File: config.mk
export PLATFORM = sky130hd
export DESIGN_NAME = fetch_ctrl_flat
export DESIGN_NICKNAME = d
export VERILOG_FILES = /design/src/rtl/arm_pkg.sv /design/src/rtl/fetch_ctrl_if.sv /design/src/rtl/fetch_fifo.sv /design/src/rtl/fetch_ctrl.sv /design/src/flat_wrapper.sv
export SDC_FILE = /design/constraint.sdc
export NUM_CORES = 1
export LEC_CHECK = 0
export CORE_MARGIN = 8
export CORE_UTILIZATION = 55
export CTS_CLUSTER_SIZE = 12
export DETAILED_ROUTE_END_ITERATION = 12
export PLACE_DENSITY = 0.93
export SLEW_MARGIN = 20
export SYNTH_ARGS = -nofsm -noshare
export SYNTH_HDL_FRONTEND = slang
export SYNTH_HIERARCHICAL = 1
export SYNTH_SLANG_ARGS = --single-unit
export TNS_END_PERCENT = 100
File: constraint.sdc
create_clock -name clk -period 12.4 [get_ports clk]
set_clock_uncertainty 0.15 [all_clocks]
set_input_delay 2.48 -clock clk [delete_from_list [all_inputs] [get_ports clk]]
set_output_delay 2.48 -clock clk [all_outputs]
set_load 0.01 [all_outputs]
File: src/rtl/arm_pkg.sv
// Shared types and constants for the instruction-fetch path.
package arm_pkg;

  localparam int unsigned WORD_W = 32;

  // ARM "always" condition field, useful when decoding fetched words.
  localparam logic [3:0] COND_AL = 4'b1110;

  typedef struct packed {
    logic [WORD_W-1:0] instr;
    logic [WORD_W-1:0] pc4;
  } fetch_entry_t;

endpackage

File: src/rtl/fetch_ctrl_if.sv
// Fetch controller bus: instruction memory, decode handshake, redirect and status.
interface fetch_ctrl_if
  import arm_pkg::*;
#(
  parameter int unsigned DEPTH = 2
) ();

  localparam int unsigned OCC_W = $clog2(DEPTH + 1);

  logic              en;
  logic [WORD_W-1:0] mem_addr;
  logic [WORD_W-1:0] mem_rdata;
  logic              dec_ready;
  logic              inst_valid;
  logic [WORD_W-1:0] inst_out;
  logic [WORD_W-1:0] inst_pc4;
  logic              br_taken;
  logic [WORD_W-1:0] br_target;
  logic              fault;
  logic [OCC_W-1:0]  occupancy;

  modport master (
    input  en, mem_rdata, dec_ready, br_taken, br_target,
    output mem_addr, inst_valid, inst_out, inst_pc4, fault, occupancy
  );

  modport slave (
    output en, mem_rdata, dec_ready, br_taken, br_target,
    input  mem_addr, inst_valid, inst_out, inst_pc4, fault, occupancy
  );

endinterface

File: src/rtl/fetch_fifo.sv
// Prefetch FIFO of fetch entries; flush wins over push/pop, storage resets to zero.
module fetch_fifo
  import arm_pkg::*;
#(
  parameter int unsigned DEPTH = 2,
  localparam int unsigned PTR_W = $clog2(DEPTH),
  localparam int unsigned CNT_W = $clog2(DEPTH + 1)
) (
  input  logic         clk,
  input  logic         rst,
  input  logic         push_i,
  input  logic         pop_i,
  input  logic         flush_i,
  input  fetch_entry_t wr_data_i,
  output logic         full_o,
  output logic         empty_o,
  output logic [CNT_W-1:0] count_o,
  output fetch_entry_t head_o
);

  fetch_entry_t     mem_q [DEPTH];
  logic [PTR_W-1:0] wr_ptr_q, wr_ptr_d;
  logic [PTR_W-1:0] rd_ptr_q, rd_ptr_d;
  logic [CNT_W-1:0] count_q, count_d;
  logic             do_push, do_pop;

  assign full_o  = (count_q == CNT_W'(DEPTH));
  assign empty_o = (count_q == '0);
  assign count_o = count_q;
  assign head_o  = mem_q[rd_ptr_q];

  // Pointer/count update; DEPTH is a power of two so pointers wrap naturally.
  always_comb begin
    do_push  = push_i & ~flush_i & (~full_o | pop_i);
    do_pop   = pop_i & ~flush_i & ~empty_o;
    wr_ptr_d = wr_ptr_q;
    rd_ptr_d = rd_ptr_q;
    count_d  = count_q;
    if (flush_i) begin
      wr_ptr_d = '0;
      rd_ptr_d = '0;
      count_d  = '0;
    end else begin
      if (do_push) wr_ptr_d = wr_ptr_q + PTR_W'(1);
      if (do_pop)  rd_ptr_d = rd_ptr_q + PTR_W'(1);
      if (do_push && !do_pop)      count_d = count_q + CNT_W'(1);
      else if (!do_push && do_pop) count_d = count_q - CNT_W'(1);
    end
  end

  always_ff @(posedge clk or posedge rst) begin
    if (rst) begin
      wr_ptr_q <= '0;
      rd_ptr_q <= '0;
      count_q  <= '0;
      for (int i = 0; i < int'(DEPTH); i++) mem_q[i] <= '0;
    end else begin
      wr_ptr_q <= wr_ptr_d;
      rd_ptr_q <= rd_ptr_d;
      count_q  <= count_d;
      if (do_push) mem_q[wr_ptr_q] <= wr_data_i;
    end
  end

endmodule

File: src/rtl/fetch_ctrl.sv
// Instruction-fetch controller: owns the PC and fault flag, feeds decode through a prefetch FIFO.
module fetch_ctrl
  import arm_pkg::*;
#(
  parameter int unsigned      DEPTH     = 2,
  parameter logic [WORD_W-1:0] RESET_PC = 32'h0000_0000,
  parameter int unsigned      MEM_WORDS = 51
) (
  input logic          clk,
  input logic          rst,
  fetch_ctrl_if.master bus
);

  localparam int unsigned CNT_W = $clog2(DEPTH + 1);

  logic [WORD_W-1:0] pc_q, pc_d;
  logic              fault_q, fault_d;
  logic              in_range, deq, fetch;
  logic              fifo_full, fifo_empty;
  logic [CNT_W-1:0]  fifo_count;
  fetch_entry_t      wr_entry, head;

  // Fetch/redirect decision; a branch overrides every FIFO update and clears fault.
  always_comb begin
    in_range = ((pc_q >> 2) < WORD_W'(MEM_WORDS));
    deq      = ~fifo_empty & bus.dec_ready;
    fetch    = bus.en & ~fault_q & ~bus.br_taken & in_range & (~fifo_full | deq);
    wr_entry = '{instr: bus.mem_rdata, pc4: pc_q + WORD_W'(4)};
    pc_d     = pc_q;
    fault_d  = fault_q;
    if (bus.br_taken) begin
      pc_d    = {bus.br_target[WORD_W-1:2], 2'b00};
      fault_d = 1'b0;
    end else begin
      if (fetch)                 pc_d    = pc_q + WORD_W'(4);
      if (bus.en && !in_range)   fault_d = 1'b1;
    end
  end

  always_ff @(posedge clk or posedge rst) begin
    if (rst) begin
      pc_q    <= RESET_PC;
      fault_q <= 1'b0;
    end else begin
      pc_q    <= pc_d;
      fault_q <= fault_d;
    end
  end

  fetch_fifo #(
    .DEPTH (DEPTH)
  ) u_fifo (
    .clk       (clk),
    .rst       (rst),
    .push_i    (fetch),
    .pop_i     (deq),
    .flush_i   (bus.br_taken),
    .wr_data_i (wr_entry),
    .full_o    (fifo_full),
    .empty_o   (fifo_empty),
    .count_o   (fifo_count),
    .head_o    (head)
  );

  assign bus.mem_addr   = pc_q;
  assign bus.inst_valid = ~fifo_empty;
  assign bus.inst_out   = head.instr;
  assign bus.inst_pc4   = head.pc4;
  assign bus.fault      = fault_q;
  assign bus.occupancy  = fifo_count;

endmodule

File: src/flat_wrapper.sv
// flat-port wrapper written by rule: the top's interface ports become plain ports
module fetch_ctrl_flat import arm_pkg::*;
#(
  parameter int unsigned      DEPTH     = 2,
  parameter logic [WORD_W-1:0] RESET_PC = 32'h0000_0000,
  parameter int unsigned      MEM_WORDS = 51
)
  (clk, rst, bus_en, bus_mem_rdata, bus_dec_ready, bus_br_taken, bus_br_target, bus_mem_addr, bus_inst_valid, bus_inst_out, bus_inst_pc4, bus_fault, bus_occupancy);
  fetch_ctrl_if #(.DEPTH(DEPTH)) bus_i ();
  input logic clk;
  input logic rst;
  input wire logic [$bits(bus_i.en)-1:0] bus_en;
  input wire logic [$bits(bus_i.mem_rdata)-1:0] bus_mem_rdata;
  input wire logic [$bits(bus_i.dec_ready)-1:0] bus_dec_ready;
  input wire logic [$bits(bus_i.br_taken)-1:0] bus_br_taken;
  input wire logic [$bits(bus_i.br_target)-1:0] bus_br_target;
  output wire logic [$bits(bus_i.mem_addr)-1:0] bus_mem_addr;
  output wire logic [$bits(bus_i.inst_valid)-1:0] bus_inst_valid;
  output wire logic [$bits(bus_i.inst_out)-1:0] bus_inst_out;
  output wire logic [$bits(bus_i.inst_pc4)-1:0] bus_inst_pc4;
  output wire logic [$bits(bus_i.fault)-1:0] bus_fault;
  output wire logic [$bits(bus_i.occupancy)-1:0] bus_occupancy;
  assign bus_i.en = bus_en;
  assign bus_i.mem_rdata = bus_mem_rdata;
  assign bus_i.dec_ready = bus_dec_ready;
  assign bus_i.br_taken = bus_br_taken;
  assign bus_i.br_target = bus_br_target;
  assign bus_mem_addr = bus_i.mem_addr;
  assign bus_inst_valid = bus_i.inst_valid;
  assign bus_inst_out = bus_i.inst_out;
  assign bus_inst_pc4 = bus_i.inst_pc4;
  assign bus_fault = bus_i.fault;
  assign bus_occupancy = bus_i.occupancy;
  fetch_ctrl #(.DEPTH(DEPTH), .RESET_PC(RESET_PC), .MEM_WORDS(MEM_WORDS)) u_core (.clk(clk), .rst(rst), .bus(bus_i));
endmodule
==> results of run 1 <==
-- metal layers --
metal / vias to the layer above / part of all wire / wire (µm) / GRT usage
met5: - / 0 / 0 / 0
met4: 0 / 0.016 / 320 / 0.0787
met3: 29 / 0.068 / 1340 / 0.0643
met2: 187 / 0.50 / 9820 / 0.361
met1: 2756 / 0.41 / 8140 / 0.261
li1: 2372 / - / - / -
-- cell usage after synthesis, drive strengths merged (2+ instances only) --
cell / count
nor3b: 2
dfrtp: 163
nor2b: 5
a211oi: 2
nand4: 12
o311ai: 3
xnor2: 20
nor2: 8
and3: 8
nand2: 11
o31ai: 2
o21ai: 8
or4: 3
nand3: 12
mux2: 215
clkbuf: 8
or2: 2
and4: 3
a21oi: 4
inv: 10
nand2b: 4
buf: 23
o211ai: 5
xor2: 9
nor4: 9
nor3: 4
or4b: 2
-- how the worst max path moves through the flow --
stage                                    end  slack [ns]          start
floorplan           u_core/u_fifo/count_o[0]        6.24            rst
global placement     u_core/u_fifo/mem_q[74]        6.40  bus_dec_ready
detailed placement   u_core/u_fifo/mem_q[87]        6.29  bus_dec_ready
CTS                 u_core/u_fifo/mem_q[101]        6.70  bus_dec_ready
global route         u_core/u_fifo/mem_q[96]        6.45  bus_dec_ready
finish              u_core/u_fifo/mem_q[101]        6.63  bus_dec_ready
-- area by class of cell --
class | instances | area, µm²
Tap cell | 184 | 230
Clock buffer | 23 | 478
Clock inverter | 9 | 104
Inverter | 10 | 40.0
Multi-Input combinational cell | 366 | 3660
Timing Repair Buffer | 170 | 1700
Fill cell | 942 | 4020
Sequential cell | 163 | 4080
-- metrics by stage --
step	worst slack, ns	hold slack (ns)	util	cells	total power (W)
2_1_floorplan	6.24	0.325	-	570	0.000618
5_1_grt	6.45	0.367	0.719	925	0.00123
3_5_place_dp	6.29	0.342	0.679	893	0.000679
4_1_cts	6.70	0.356	0.719	925	0.00119
6_report	6.63	0.352	0.719	925	0.00118
3_3_place_gp	6.40	0.333	0.677	892	0.000673
-- cells by family after synthesis --
| group | share of synthesized area |
|---|---|
| compound gates | 0.0222 |
| xor+xnor | 0.0320 |
| fa+ha+maj | 0.00158 |
| buf+inv | 0.0279 |
| flops | 0.514 |
| mux | 0.329 |
| other cells | 0.000472 |
| simple gates | 0.0728 |
-- worst max-delay path, cell delays in order --
cell and delay, ns:
clkdlybuf4s50_1 0.46, nor2b_1 0.44, o211ai_1 0.40, nand2b_1 0.32
nor2_1 0.34, or4b_4 0.77, buf_16 0.32, mux2_4 0.34
-- state kept, by name (all words and copies together), names as in the netlist --
signal	count
u_core/u_fifo/mem_q	128
u_core/bus.mem_addr	30
u_core/u_fifo/rd_ptr_q	1
u_core/u_fifo/count_o	2
u_core/bus.fault	1
u_core/u_fifo/wr_ptr_q	1
-- where the power goes --
| group | switching (W) | internal [W] |
|---|---|---|
| combinational | 0.0000486 | 0.0000565 |
| sequential | 0.0000234 | 0.000542 |
| clock | 0.000202 | 0.000311 |
| total | 0.000274 | 0.000910 |
==> flow_summary.toml, run 1 <==
[critical_path]
crit_fanout = 41
rr_endpoint = "u_core/u_fifo/mem_q[101]"
cp_data_arrival_time_ns = 5.92
rrSetupSlack_ns = 8.55
required_ns = 12.55
cp-end-kind = "register"
r2r-start = "u_core/u_fifo/count_o[0]"
path_class = "input port to register"
r2r_cells = 8
crit_path_start_kind = "input port"

[power]
power.density_nw_per_um2 = 115
peakVddDrop_v = 0.000107
leakage_nw = 4.84

[die]
start_util = 0.555
fp.dieH_um = 136
row_count = 44
pin_count = 169
core_area_um2 = 14300
die_width_um = 136
die-area_um2 = 18500

[sta]
hold_viol_final = 0
tightest_slew_ns = 0.935
period_minus_slack_ns = 5.77
max_slew_margin = 0.377
finalSetupTns_ns = 0
grt_setup_unrepaired = "no"
drv_slew = 0
finalSetupViolCount = 0
period_share = 0.465
fmax_mhz = 173

[synth]
synth_cell_type_count = 48
synth_top_area_frac = 0.514
synthArstFlopShare = 1.00
synth_top_area_cell = "dfrtp_1"
ys.flop_type = "dfrtp_1"
synth_area_leaders = "dfrtp_1 51%, mux2_2 24%, mux2_4 9.3%"
synth_edf_count = 0
avgSynthCellArea_um2 = 14.1
ys_seq_area_frac = 0.514
synth_cells = 565
ys_ff_latch = 163
yosysWarnings = 6
synth_area_um2 = 7940

[layout]
final_area_um2 = 10300
diodes = 0
drive_gt1_frac = 0.360
fin_nets = 798
final_common_cell = "mux2_2"
syn_to_final_growth_pct = 29.7
final_cell_mix = "166 x mux2_2, 163 x clkdlybuf4s50_1, 162 x dfrtp_1, 49 x mux2_4, 20 x xnor2_1"

[place]
place_area_um2 = 9720
place_congestion = 0.850
port_buffers = 164
place_hpwl_um = 13600

[cts]
cts_root_buf = "clkbuf_16"
post_cts_buffers = 0
cts_tree = "yes"
clock_path_buffers = 2
cts_hold_buf = 0
clock-sinks = 163
numCtsBuffers = 17
cts_resized = 0
clkTransAtPathRegs_ns = 0.06
clk_latency_ns = 0.42
htree_num_levels = 4

[drt]
wl_um = 19600
vias_per_cell = 5.78
drtIter0Drc = 233
drc = 0
antenna_left = 0
first_pass_iters = 5
wl_per_cell_um = 21.2
num_vias = 5344

[hold_path]
min_to = "u_core/u_fifo/mem_q[41]"
min_path_cells = 1
hp-start = "u_core/u_fifo/mem_q[41]"
hold_path.class = "register to register"

[run]
drv_cap = 0

[global_routing]
grt_pass1_wl_um = 31400
grt_max_degree = 74
antenna_found_initial = 0
grt_pass1_vias = 5932
grt_util_all_layers = 0.216
gr-total-overflow = 0

[status]
status = "complete, no violations"
Note: power is estimated with default switching activity, not from simulation.
==> run 2, diff against run 1 <==
- CORE_UTILIZATION: 55 -> 47
- PLACE_DENSITY: 0.93 -> 0.86
- clock period: 12.4 -> 5.3 ns (I/O delays scaled with it)
==> flow_summary.toml, run 2 (synthesized netlist as in run 1, its figures left out) <==
[run]
drv_cap = 0

[critical_path]
r2r_cells = 8
required_ns = 5.45
slowest_delay_ns = 0.80
path_cells = "clkdlybuf4s50_1 -> nor2b_1 -> buf_4 -> o211ai_1 -> nand2b_1 -> nor2_1 -> or4b_4 -> buf_12 -> mux2_4"
path_class = "input port to register"
crit_fanout = 32
slowest_stage = "or4b_4"
cp_data_arrival_time_ns = 4.16
cp-end-kind = "register"
crit_path_start_kind = "input port"

[drt]
drtIter0Drc = 343
vias_per_cell = 5.38
wl_per_cell_um = 20.6
first_pass_iters = 4
drc = 0
antenna_left = 0
num_vias = 5179
wl_um = 19900

[layout]
drive_gt1_frac = 0.365
fin_util = 0.626
fin_nets = 802
final_common_cell = "mux2_2"
regMostFlops = "u_core/u_fifo/mem_q"
final_cell_mix = "166 x mux2_2, 163 x clkdlybuf4s50_1, 162 x dfrtp_1, 49 x mux2_4, 20 x xnor2_1"
diodes = 0
largest_reg_flops = 128
syn_to_final_growth_pct = 30.3
final_area_um2 = 10300

[cts]
post_cts_buffers = 0
clkTransAtPathRegs_ns = 0.06
cts_resized = 0
clock_path_buffers = 2
cts_tree = "yes"
numCtsBuffers = 17
clk_latency_ns = 0.42
htree_num_levels = 4
cts_hold_buf = 0
cts_root_buf = "clkbuf_16"
clock-sinks = 163

[place]
port_buffers = 164
place_hpwl_um = 13700
place_area_um2 = 9810
pre_cts_slack_ns = 0.874
place_congestion = 0.798

[die]
die-area_um2 = 21300
start_util = 0.481
fp.dieH_um = 146
pin_count = 169
die_width_um = 146
core_area_um2 = 16500
row_count = 47

[sta]
period_minus_slack_ns = 4.01
period_share = 0.756
fmax_mhz = 250
drv_slew = 0
hold_viol_final = 0
finalWorstSetupSlack_ns = 1.29
grt_setup_unrepaired = "no"
max_slew_margin = 0.450
finalSetupTns_ns = 0
tightest_slew_ns = 0.826
finalSetupViolCount = 0

[power]
leakage_nw = 4.85
power.density_nw_per_um2 = 261
p_total_w = 0.00271
peakVddDrop_v = 0.000266

[global_routing]
gr-total-overflow = 0
grt_util_all_layers = 0.191
grt_max_degree = 69
grt_pass1_vias = 5817
grt_pass1_wl_um = 32600
antenna_found_initial = 0

[status]
status = "complete, no violations"

[hold_path]
hold_path.class = "register to register"
min_path_cells = 1
==> run 2: cell type report <==
class	count	area, µm²
inverter	10	40.0
timing repair buffer	174	1750
clock inverter	10	85.1
tap	220	275
sequential	163	4080
multi-input combinational	366	3660
fill	1181	6170
clock buffer	20	457
==> run 2: metrics by stage <==
stage                     hold WS, ns  cells
after floorplan                 0.325    570
after global placement          0.333    933
after detailed placement        0.340    933
after CTS                       0.356    963
after global routing            0.366    963
final                           0.352    963
==> run 2: layer usage <==
layer,global-route usage,vias up,part of all wire
li1,-,2365,-
met1,0.239,2666,0.44
met2,0.320,138,0.51
met3,0.0438,10,0.043
met4,0.0649,0,0.0086
met5,0,-,0
==> run 2: report_power, final <==
part | total [W] | leakage, nW | switching (W) | internal, W
combinational | 0.000245 | 2.38 | 0.000112 | 0.000134
sequential | 0.00132 | 2.20 | 0.0000551 | 0.00127
clock | 0.00114 | 0.271 | 0.000475 | 0.000662
==> run 2: final timing paths <==
| kind | end | slack (ns) | startpoint |
|---|---|---|---|
| max | u_core/u_fifo/mem_q[105] | 1.29 | bus_dec_ready |
| max in group asynchronous | u_core/u_fifo/mem_q[83] | 3.09 | rst |
| min reg2reg | u_core/u_fifo/mem_q[34] | 0.35 | u_core/u_fifo/mem_q[34] |
| min in group asynchronous | u_core/bus.mem_addr[9] | 0.98 | rst |
| min | u_core/u_fifo/mem_q[34] | 0.35 | u_core/u_fifo/mem_q[34] |
| max reg2reg | u_core/u_fifo/mem_q[105] | 1.55 | u_core/bus.mem_addr[2] |
==> run 2: critical path: cells and delay by family <==
family | cells | cell delay [ns]
compound gates | 1 | 0.26
mux | 1 | 0.32
buf+inv | 3 | 0.91
simple gates | 4 | 1.55
==> run 3, diff against run 2 <==
- CORE_UTILIZATION: 47 -> 51
- PLACE_DENSITY: 0.86 -> 0.88
- clock period: 5.3 -> 3.7 ns (I/O delays scaled with it)
==> flow_summary.toml, run 3 (synthesized netlist as in run 1, its figures left out) <==
[cts]
cts_hold_buf = 0
cts_resized = 0
clock_path_buffers = 2
numCtsBuffers = 17
cts_root_buf = "clkbuf_16"
clk_latency_ns = 0.42
cts_tree = "yes"
clock-sinks = 163
clkTransAtPathRegs_ns = 0.07
htree_num_levels = 4
post_cts_buffers = 0

[layout]
diodes = 0
fin_util = 0.683
drive_gt1_frac = 0.367
final_common_cell = "mux2_2"
regMostFlops = "u_core/u_fifo/mem_q"
largest_reg_flops = 128
final_cell_mix = "166 x mux2_2, 164 x clkdlybuf4s50_1, 162 x dfrtp_1, 49 x mux2_4, 20 x xnor2_1"
syn_to_final_growth_pct = 30.9
fin_nets = 803

[hold_path]
hold_path.class = "register to register"

[die]
start_util = 0.522
row_count = 45
pin_count = 169
fp.dieH_um = 141
die_width_um = 141
die-area_um2 = 19800
core_area_um2 = 15200

[sta]
finalSetupViolCount = 0
drv_slew = 0
max_slew_margin = 0.467
hold_viol_final = 0
grt_setup_unrepaired = "no"
fmax_mhz = 296
finalSetupTns_ns = 0
tightest_slew_ns = 0.800
period_minus_slack_ns = 3.38
period_share = 0.914

[critical_path]
rrSetupSlack_ns = 0.32
slowest_delay_ns = 0.47
r2r_cells = 9
crit_start = "u_core/bus.mem_addr[2]"
slowest_stage = "dfrtp_1"
cp_data_arrival_time_ns = 3.53
required_ns = 3.85
path_cells = "ha_1 -> o311ai_2 -> nand3_2 -> or2_1 -> nor2_1 -> buf_4 -> nor3b_2 -> buf_12 -> mux2_2"
path_class = "register to register"
crit_path_start_kind = "register"
cp-end-kind = "register"
crit_fanout = 37
r2r-start = "u_core/bus.mem_addr[2]"
rr_endpoint = "u_core/u_fifo/mem_q[26]"
crit_path_end = "u_core/u_fifo/mem_q[26]"

[drt]
first_pass_iters = 6
wl_per_cell_um = 21.0
drc = 0
num_vias = 5316
drtIter0Drc = 370
vias_per_cell = 5.69
antenna_left = 0
wl_um = 19700

[global_routing]
grt_pass1_wl_um = 31800
grt_pass1_vias = 5968
grt_max_degree = 133
grt_util_all_layers = 0.203
gr-total-overflow = 0
antenna_found_initial = 0

[place]
place_congestion = 0.883
place_hpwl_um = 13500
port_buffers = 164

[run]
drv_cap = 0

[power]
peakVddDrop_v = 0.000319
power.density_nw_per_um2 = 385
leakage_nw = 4.87

[status]
status = "complete, no violations"
[run 3: cell count changes in the layout (fill, tap and decap cells not counted), moves of 2 or more]
| cell | previous run | this run |
|---|---|---|
| buf_12 | 3 | 5 |
| clkbuf_8 | 2 | 0 |
| clkinv_2 | 6 | 2 |
| clkinv_4 | 1 | 3 |
| clkinvlp_4 | 1 | 4 |
| inv_6 | 1 | 4 |
[run 3: cell type report]
cell class | instances | area [µm²]
fill | 1027 | 4810
multi-input combinational | 366 | 3660
timing repair buffer | 175 | 1790
sequential | 163 | 4080
clock buffer | 18 | 429
tap | 188 | 235
inverter | 10 | 41.3
clock inverter | 14 | 154
[run 3: how the worst min path moves through the flow]
stage,to,from,cells after the start,slack [ns]
4_1_cts,u_core/u_fifo/mem_q[58],u_core/u_fifo/mem_q[58],1,0.36
2_1_floorplan,u_core/u_fifo/mem_q[6],u_core/u_fifo/mem_q[6],1,0.32
6_report,u_core/u_fifo/mem_q[112],u_core/u_fifo/mem_q[112],1,0.35
3_5_place_dp,u_core/u_fifo/mem_q[30],u_core/u_fifo/mem_q[30],1,0.34
5_1_grt,u_core/u_fifo/mem_q[15],u_core/u_fifo/mem_q[15],1,0.37
3_3_place_gp,u_core/u_fifo/mem_q[52],u_core/u_fifo/mem_q[52],1,0.33
[run 3: critical path: cells and delay by family (launching register included)]
family | cells | cell delay, ns
buffers and inverters | 2 | 0.47
adder cells (fa/ha/maj) | 1 | 0.34
multiplexers | 1 | 0.37
AND/OR/NAND/NOR | 4 | 1.17
AO/OA/AOI/OAI | 1 | 0.27
flip-flops | 1 | 0.47
[run 3: routing by layer]
layer | GRT usage | vias up | wire length [µm]
li1 | - | 2376 | -
met1 | 0.240 | 2716 | 8020
met2 | 0.349 | 186 | 10000
met3 | 0.0395 | 38 | 1030
met4 | 0.0939 | 0 | 606
met5 | 0 | - | 0
[run 3: power by group]
group          internal (W)  switching, W
registers           0.00182     0.0000786
clock network       0.00100      0.000746
logic              0.000192      0.000163
total               0.00301      0.000988
[run 3: through the flow]
step                setup WS [ns]  cells  hold WS (ns)  power [W]  area [µm²]
global route                0.208    934         0.366    0.00413       10400
floorplan                   0.575    570         0.325    0.00207        7960
finish                      0.320    934         0.354    0.00400       10400
detailed placement          0.332    902         0.341    0.00228        9810
CTS                         0.367    934         0.356    0.00403       10400
global placement            0.400    902         0.333    0.00226        9810
